--- config.mk ---
export PLATFORM = sky130hd
export DESIGN_NAME = alu_issue_seq
export DESIGN_NICKNAME = d
export VERILOG_FILES = /design/src/rtl/alu_issue_seq_pkg.sv /design/src/rtl/alu_issue_seq_alu_op_lut.sv /design/src/rtl/alu_issue_seq.sv
export SDC_FILE = /design/constraint.sdc
export NUM_CORES = 1
export LEC_CHECK = 0
export ABC_AREA = 1
export BUFFER_PORTS_ARGS = -buffer_cell sky130_fd_sc_hd__buf_2
export CAP_MARGIN = 25
export CORE_MARGIN = 3
export CORE_UTILIZATION = 47
export DETAILED_ROUTE_END_ITERATION = 16
export GPL_ROUTABILITY_DRIVEN = 0
export PLACE_DENSITY = 0.79
export SYNTH_ARGS = -nofsm -noshare
export SYNTH_HDL_FRONTEND = slang
export SYNTH_HIERARCHICAL = 1
export SYNTH_SLANG_ARGS = --single-unit
--- constraint.sdc ---
create_clock -name wire_clock -period 4.4 [get_ports wire_clock]
set_input_delay 0 -clock wire_clock [delete_from_list [all_inputs] [get_ports wire_clock]]
set_output_delay 0 -clock wire_clock [all_outputs]
set_load 0.01 [all_outputs]
--- src/rtl/alu_issue_seq_pkg.sv ---
// Shared definitions for the ALU issue/writeback sequencer.
//   - Default widths for the data path, register index and flag register.
//   - ALU opcode encodings recognised by the sequencer.
//   - Sequencer state encoding and the opcode-lookup result record.
package alu_issue_seq_pkg;

  localparam int DATA_W_DEF = 32;
  localparam int RA_W_DEF   = 4;
  localparam int FR_W_DEF   = 16;
  localparam int OP_W       = 6;
  localparam int CNT_W      = 3;

  // One-stage opcodes
  localparam logic [OP_W-1:0] OP_FLAGRST = 6'b000110;
  localparam logic [OP_W-1:0] OP_INCDEC  = 6'b100100;
  localparam logic [OP_W-1:0] OP_CMP     = 6'b010110;
  localparam logic [OP_W-1:0] OP_SHROT   = 6'b010000;
  // Two-stage opcodes
  localparam logic [OP_W-1:0] OP_ADD     = 6'b100000;
  localparam logic [OP_W-1:0] OP_MUL     = 6'b100010;
  localparam logic [OP_W-1:0] OP_DIV     = 6'b100011;
  localparam logic [OP_W-1:0] OP_MOD     = 6'b100101;
  localparam logic [OP_W-1:0] OP_AND     = 6'b010010;
  localparam logic [OP_W-1:0] OP_OR      = 6'b010011;
  localparam logic [OP_W-1:0] OP_XOR     = 6'b010100;
  localparam logic [OP_W-1:0] OP_NOT     = 6'b010101;
  localparam logic [OP_W-1:0] OP_ADD32   = 6'b011101;
  // Three-stage opcodes
  localparam logic [OP_W-1:0] OP_SUB     = 6'b100001;

  typedef enum logic [2:0] {
    ST_IDLE  = 3'd0,
    ST_READ  = 3'd1,
    ST_ISSUE = 3'd2,
    ST_CAPT  = 3'd3,
    ST_WB    = 3'd4
  } state_t;

  // stages: ALU pipeline depth S; wr: result goes to the register file;
  // legal: opcode is one the ALU implements.
  typedef struct packed {
    logic [1:0] stages;
    logic       wr;
    logic       legal;
  } op_info_t;

endpackage

--- src/rtl/alu_issue_seq_alu_op_lut.sv ---
// alu_op_lut: combinational opcode decoder. The single place where the list
// of ALU opcodes, their pipeline depth and their write-back behaviour lives.
// Ports:
//   op_i   [6]  opcode to classify
//   info_o      {stages, wr, legal}; unknown opcodes read as S=1, no write
module alu_op_lut
  import alu_issue_seq_pkg::*;
(
  input  logic [OP_W-1:0] op_i,
  output op_info_t        info_o
);

  always_comb begin
    info_o = '{stages: 2'd1, wr: 1'b0, legal: 1'b0};
    case (op_i)
      OP_FLAGRST, OP_CMP:
        info_o = '{stages: 2'd1, wr: 1'b0, legal: 1'b1};
      OP_INCDEC, OP_SHROT:
        info_o = '{stages: 2'd1, wr: 1'b1, legal: 1'b1};
      OP_ADD, OP_MUL, OP_DIV, OP_MOD, OP_AND, OP_OR, OP_XOR, OP_NOT, OP_ADD32:
        info_o = '{stages: 2'd2, wr: 1'b1, legal: 1'b1};
      OP_SUB:
        info_o = '{stages: 2'd3, wr: 1'b1, legal: 1'b1};
      default: ;
    endcase
  end

endmodule

--- src/rtl/alu_issue_seq.sv ---
// alu_issue_seq: issue/writeback sequencer in front of the multi-stage ALU.
// Takes one instruction at a time, reads both operands from the register
// file, holds the ALU enabled for S+1 cycles with stable inputs, captures the
// ALU result and flags, writes the result back and owns the flag register.
//
// Optional feature macro: ALU_ISSUE_OPCHK_EN
//   defined   - unknown opcodes skip the ALU, pulse illegal_op with done,
//               no write and the flag register is left untouched.
//   undefined - unknown opcodes run as S=1 without write; illegal_op tied 0.
//
// Ports:
//   wire_clock / wire_reset           clock, async active-high reset
//   instr_valid / instr_ready         instruction handshake
//   instr_op/rd/ra/rb/carry/shf/dec   decoded instruction fields
//   rf_raddr_a/b, rf_rdata_a/b        register file read (combinational)
//   rf_we, rf_waddr, rf_wdata         register file write
//   enable_alu, m3, m4, opCode, FR_in,
//   useCarry, flagToShifthAndRot, dec ALU drive
//   m2, FR_out                        ALU result and flags
//   done                              one-cycle pulse at writeback
//   illegal_op                        one-cycle pulse for rejected opcodes
module alu_issue_seq
  import alu_issue_seq_pkg::*;
#(
  parameter int DATA_W = DATA_W_DEF,
  parameter int RA_W   = RA_W_DEF,
  parameter int FR_W   = FR_W_DEF
) (
  input  logic              wire_clock,
  input  logic              wire_reset,
  input  logic              instr_valid,
  output logic              instr_ready,
  input  logic [OP_W-1:0]   instr_op,
  input  logic [RA_W-1:0]   instr_rd,
  input  logic [RA_W-1:0]   instr_ra,
  input  logic [RA_W-1:0]   instr_rb,
  input  logic              instr_carry,
  input  logic [2:0]        instr_shf,
  input  logic              instr_dec,
  output logic [RA_W-1:0]   rf_raddr_a,
  output logic [RA_W-1:0]   rf_raddr_b,
  input  logic [DATA_W-1:0] rf_rdata_a,
  input  logic [DATA_W-1:0] rf_rdata_b,
  output logic              rf_we,
  output logic [RA_W-1:0]   rf_waddr,
  output logic [DATA_W-1:0] rf_wdata,
  output logic              enable_alu,
  output logic [DATA_W-1:0] m3,
  output logic [DATA_W-1:0] m4,
  output logic [OP_W-1:0]   opCode,
  output logic [FR_W-1:0]   FR_in,
  output logic              useCarry,
  output logic [2:0]        flagToShifthAndRot,
  output logic              dec,
  input  logic [DATA_W-1:0] m2,
  input  logic [FR_W-1:0]   FR_out,
  output logic              done,
  output logic              illegal_op
);

  state_t            state_q;
  logic              ready_q;
  logic [OP_W-1:0]   op_q;
  logic [RA_W-1:0]   rd_q, ra_q, rb_q;
  logic              carry_q, dec_q;
  logic [2:0]        shf_q;
  logic [1:0]        stg_q;
  logic              wr_q;
  logic [CNT_W-1:0]  cnt_q;
  logic              en_q;
  logic [DATA_W-1:0] m3_q, m4_q;
  logic [DATA_W-1:0] result_q;
  logic [FR_W-1:0]   fr_q;
  logic              we_q, done_q;
  op_info_t          info;
  logic              accept;

  // Decode the incoming opcode so depth and write-enable are latched together
  // with the rest of the instruction at acceptance.
  alu_op_lut u_lut (
    .op_i   (instr_op),
    .info_o (info)
  );

  // ready_q is only ever high in IDLE
  assign accept = (state_q == ST_IDLE) && ready_q && instr_valid;

`ifdef ALU_ISSUE_OPCHK_EN
  logic ill_q;
  assign illegal_op = ill_q;
`else
  logic unused_legal;
  assign unused_legal = info.legal;
  assign illegal_op   = 1'b0;
`endif

  always_ff @(posedge wire_clock or posedge wire_reset) begin
    if (wire_reset) begin
      state_q  <= ST_IDLE;
      ready_q  <= 1'b0;
      op_q     <= '0;
      rd_q     <= '0;
      ra_q     <= '0;
      rb_q     <= '0;
      carry_q  <= 1'b0;
      shf_q    <= '0;
      dec_q    <= 1'b0;
      stg_q    <= '0;
      wr_q     <= 1'b0;
      cnt_q    <= '0;
      en_q     <= 1'b0;
      m3_q     <= '0;
      m4_q     <= '0;
      result_q <= '0;
      fr_q     <= '0;
      we_q     <= 1'b0;
      done_q   <= 1'b0;
`ifdef ALU_ISSUE_OPCHK_EN
      ill_q    <= 1'b0;
`endif
    end else begin
      // Pulse outputs default low; the states below raise them for one cycle.
      en_q   <= 1'b0;
      we_q   <= 1'b0;
      done_q <= 1'b0;
`ifdef ALU_ISSUE_OPCHK_EN
      ill_q  <= 1'b0;
`endif
      case (state_q)
        ST_IDLE: begin
          if (accept) begin
            ready_q <= 1'b0;
            op_q    <= instr_op;
            rd_q    <= instr_rd;
            ra_q    <= instr_ra;
            rb_q    <= instr_rb;
            carry_q <= instr_carry;
            shf_q   <= instr_shf;
            dec_q   <= instr_dec;
            stg_q   <= info.stages;
            wr_q    <= info.wr;
`ifdef ALU_ISSUE_OPCHK_EN
            if (!info.legal) begin
              // Rejected opcode: bypass the ALU entirely.
              state_q <= ST_WB;
              done_q  <= 1'b1;
              ill_q   <= 1'b1;
            end else begin
              state_q <= ST_READ;
            end
`else
            state_q <= ST_READ;
`endif
          end else begin
            // Ready lags IDLE entry by one cycle, so enable_alu stays low
            // long enough for the ALU to see a fresh rising edge.
            ready_q <= 1'b1;
          end
        end

        ST_READ: begin
          m3_q    <= rf_rdata_a;
          m4_q    <= rf_rdata_b;
          cnt_q   <= {1'b0, stg_q} + CNT_W'(1);
          state_q <= ST_ISSUE;
        end

        ST_ISSUE: begin
          // enable_alu is registered, so it trails ISSUE by one cycle and
          // covers exactly S+1 cycles ending just before the capture edge.
          en_q  <= 1'b1;
          cnt_q <= cnt_q - CNT_W'(1);
          if (cnt_q == CNT_W'(1)) begin
            state_q <= ST_CAPT;
          end
        end

        ST_CAPT: begin
          result_q <= m2;
          fr_q     <= FR_out;
          we_q     <= wr_q;
          done_q   <= 1'b1;
          state_q  <= ST_WB;
        end

        ST_WB: begin
          state_q <= ST_IDLE;
        end

        default: begin
          state_q <= ST_IDLE;
        end
      endcase
    end
  end

  assign instr_ready        = ready_q;
  assign rf_raddr_a         = ra_q;
  assign rf_raddr_b         = rb_q;
  assign rf_we              = we_q;
  assign rf_waddr           = rd_q;
  assign rf_wdata           = result_q;
  assign enable_alu         = en_q;
  assign m3                 = m3_q;
  assign m4                 = m4_q;
  assign opCode             = op_q;
  assign FR_in              = fr_q;
  assign useCarry           = carry_q;
  assign flagToShifthAndRot = shf_q;
  assign dec                = dec_q;
  assign done               = done_q;

endmodule
Yosys cells after proc, flatten, opt, wreduce, memory -nomap -nowiden
Cells that the tools add are included.

$add $sub $neg: 2. Eq/ne operators: 20. Multiplexer cells: 9. Reductions and logical operators: 9.

Operators with widths (count): == test 6 x 5 -> 1 bit, second input constant (7); == test 6 bit, second input constant (6); one-hot mux 4 bit (4 select lines) (1); one-hot mux 3 bit (4 select lines) (1); OR reduction 9 bit (1); == test 3 x 1 -> 1 bit, second input constant (2); == test 3 x 2 -> 1 bit, second input constant (2); == test 6 x 3 -> 1 bit, second input constant (1); 2-to-1 mux 3 bit (2); one-hot mux 3 bit (2 select lines) (1); 2-to-1 mux 1 bit (4); inequality test 2 bit, second input constant (2); AND reduction 2 bit (2); OR reduction 2 bit (2); adder 2 x 1 -> 3 bit, second input constant (1); logical NOT 3 bit (1); subtractor 3 x 1 -> 3 bit, second input constant (1); logical AND 1 bit (2); nonzero test 2 bit (1).

Flip-flop bits (word level): 148. Bits of input ports: 138. Output and inout port bits: 140. Word-level logic and storage cells: 59.

Depth between registers and ports, before layout
Depth after elaboration: 5. Depth in mapped cells: 9. Depth with buffers taken out: 9.

By module
Netlist, hierarchy kept.

Modules (own cells, without submodules): alu_issue_seq (instances 1, cells an instance 649, area each 5724.2 sq um, sequential area each 3703.6 sq um); alu_op_lut (instances 1, cells an instance 47, area each 210.2 sq um, sequential area each 0.0 sq um).

Worst setup path after synthesis
Ideal clock, no wire load.

Kind: register -> register. From: register state_q[0]. To: register dec_q, in the netlist dec. Library setup time: 65 ps. Data arrival time: 1141 ps. Data required time: 4335 ps. Slack: 3194 ps. Stages on the path, launching flop included: 7. Path buffers: 1. Clock period less this slack: 1206 ps. Cell sequence: dfrtp_1 > nor2_4 > nand2_4 > nor2_4 > buf_4 > nand2_1 > nand2_1.

Word-level cells in the longest chain between the ends: 4.

RTL lines: from (decl) (line alu_issue_seq.sv:61) `state_t state_q;`; from (signal assigned) (line alu_issue_seq.sv:99) `state_q <= ST_IDLE;`; from (signal assigned) (line alu_issue_seq.sv:152) `state_q <= ST_READ;`; from (signal assigned) (line alu_issue_seq.sv:165) `state_q <= ST_ISSUE;`; logical NOT 3 bit (*) (line alu_issue_seq.sv:86, alu_issue_seq.sv:129); logical AND 1 bit (2 in a row) (line alu_issue_seq.sv:86) `assign accept = (state_q == ST_IDLE) && ready_q && instr_valid;`; AND reduction 2 bit (no source line) (*); to (signal assigned) (line alu_issue_seq.sv:139) `dec_q <= instr_dec;`; to (decl) (line alu_issue_seq.sv:65) `logic carry_q, dec_q;`.

Every way passes the cells marked *; elsewhere a longest branch is shown, timed or not. A chain may end at the register's enable or synchronous reset.

Worst setup path in the final report
From: register state_q[2]. To: register result_q[4], in the netlist rf_wdata[4].

Word-level cells in the longest chain between the ends: 1.

RTL lines: == test 3 x 2 -> 1 bit (line alu_issue_seq.sv:129) `case (state_q)`; to (signal assigned) (line alu_issue_seq.sv:179) `result_q <= m2;`; to (decl) (line alu_issue_seq.sv:72) `logic [DATA_W-1:0] result_q;`.

No other way between the ends.

==> run summary <==
status - finished clean
Hold Vio Cnt, Final - 0
Setup CP Type - reg -> reg
Cell Pwr Density - 689 nW/um^2
Iter 0 DRT Violations - 617
Cells after Synth - 690
FF-to-FF Start - state_q[2]$_DFFE_PP0P_
mean area per synthesized cell - 8.57 um^2
DPL Wire Length - 10.4 mm
Register-to-Register Path Depth - 6
Area Overhead vs Synth - 58.5%
clock-pin slew on the worst setup and hold paths - 0.06 ns
crit path from - state_q[2]$_DFFE_PP0P_
Worst VDD drop - 0.349 mV
final setup fails - 0
Worst Path Max Fanout - 49
crit path time final - 2.30 ns
IO buf count - 276
end of the worst register-to-register path - rf_wdata[4]$_DFFE_PP0P_
I/O Pins - 278
routed wire length - 19.7 mm
Leak - 5.30 nW
reg2reg setup slack - 2.10 ns
Slew @ Worst Pin - 0.877 ns
Final TNS setup - 0 ns
max-slew violations - 0
relative slew slack - 41.5%
TritonCTS Buffers - 17
Initial Utilization - 48.6%
vias - 6,224
TritonCTS clock tree - yes
Data required, critical path - 4.74 ns
core area - 12,200 um^2
die width - 118 um
vias in the first global route - 6,337
Final Skew - 0.00873 ns
fin util - 77.0%
GRT overflow - 0
Yosys Warn Count - 6
maximum clock path buffer count - 2
initial antenna violation count - 1
RSZ-0062 raised after global routing - no
Site Rows - 40
postcts setup bufs - 0
Pre-antenna DRT Iters - 5
Fmax - 435 MHz
vias per cell - 4.88
Post-Syn Area - 5910 um^2
number of nets in the layout - 1,235
Routed wire per std cell - 15.4 um
pin count of the biggest net entering global routing - 100
H-tree levels - 4
CTS root buf - clkbuf_16
chip height - 118 um
hold crit path type - in -> async
Syn Nets - 831
fillcell total - 759
Worst Setup End Kind - flop
startpoint types - flop
full die area - 14,000 um^2
WP data arrival - 2.64 ns
layout cells sized above 1 - 29.6%
number of max-cap violations - 0
worst skew pair latency - 0.41 ns
post-route DRC violation count - 0
first-pass GRT wire length - 32.0 mm
Final ANT Viol Nets - 0
Tcrit/Tclk final - 52.3%
total clock sinks - 148
GRT Util Overall - 28.6%
per-stage QoR:
| step | hold slack [ns] | cell area, um^2 | instances | power, mW | setup slack (ns) |
|---|---|---|---|---|---|
| after floorplan | 0.110 | 5910 | 690 | 3.81 | 0.420 |
| final | 0.304 | 9370 | 1276 | 6.45 | 2.10 |
| after detailed placement | 0.196 | 7390 | 1106 | 4.81 | 2.18 |
| after global routing | 0.317 | 9370 | 1276 | 6.89 | 1.90 |
| after global placement | 0.193 | 7370 | 1105 | 4.71 | 1.76 |
| after CTS | 0.302 | 9350 | 1274 | 6.34 | 2.17 |
sequential cells by signal, indices dropped and copies added, names as in the netlist, 2 cells and up:
register	cells
rf_raddr_b	4
stg_q	2
m4	32
state_q	3
cnt_q	3
m3	32
rf_raddr_a	4
FR_in	16
rf_waddr	4
opCode	6
flagToShifthAndRot	3
rf_wdata	32
power by group:
group          internal [mW]  leakage (nW)  switching, mW
registers               2.03          1.83          0.373
clock network          0.894         0.286          0.530
logic                  0.989          3.18           1.64
total                   3.91          5.30           2.54
worst max path at each step:
stage               slack (ns)  cells past startpoint                  endpoint
global placement          1.76                      5  rf_wdata[17]$_DFFE_PP0P_
finish                    2.10                      6   rf_wdata[4]$_DFFE_PP0P_
detailed placement        2.18                      6        m4[27]$_DFFE_PP0P_
CTS                       2.17                      6        m4[27]$_DFFE_PP0P_
floorplan                 0.42                      1      FR_in[0]$_DFFE_PP0P_
global route              1.90                      6   rf_wdata[4]$_DFFE_PP0P_
layer usage:
metal / global-route usage, % / part of all wire, %
met2: 49.7 / 51
met3: 7.70 / 7.6
met5: 0 / 0
met1: 32.5 / 37
met4: 13.8 / 4.0
cell usage in the layout, fill, tap and decap left out:
master	count
nand2_1	415
buf_2	276
dfrtp_1	148
dlygate4sd3_1	136
o21ai_0	27
inv_1	19
clkbuf_16	17
nor2_1	13
nand3_1	13
inv_2	6
clkbuf_8	4
nor2_2	4
nand3_2	3
ha_1	3
clkbuf_1	3
clkinv_2	3
nor2_4	2
clkinvlp_4	2
bufinv_16	2
buf_4	2
nand2_2	2
diode_2	1
inv_6	1
nand2_4	1
conb_1	1
clkinv_4	1
buf_12	1
buf_16	1
a21oi_1	1
timing repair:
item                                    4_1_cts  5_1_grt
endpoints found under the hold margin       233        0
hold buffers                                136        0
endpoints found under the setup margin        0        0
resized for setup                             0        0
final cells by class:
type | instances | area, um^2 | share of cell area, %
multi-input cells | 485 | 1950 | 20.9
repair buffers | 416 | 2810 | 29.9
inverters | 26 | 103 | 1.10
clock buffers | 24 | 492 | 5.25
diodes | 1 | 2.50 | 0.0267
clock inverters | 8 | 98.8 | 1.06
flip-flops and latches | 148 | 3700 | 39.5
well taps | 168 | 210 | 2.24
critical path, stage by stage (launching register included):
cell and delay (ns):
dfrtp_1 0.40, inv_1 0.14, nand3_2 0.41, buf_16 0.35, inv_2 0.58, nand2_1 0.20, nand2_1 0.12
Note: power is estimated with default switching activity, not from simulation.
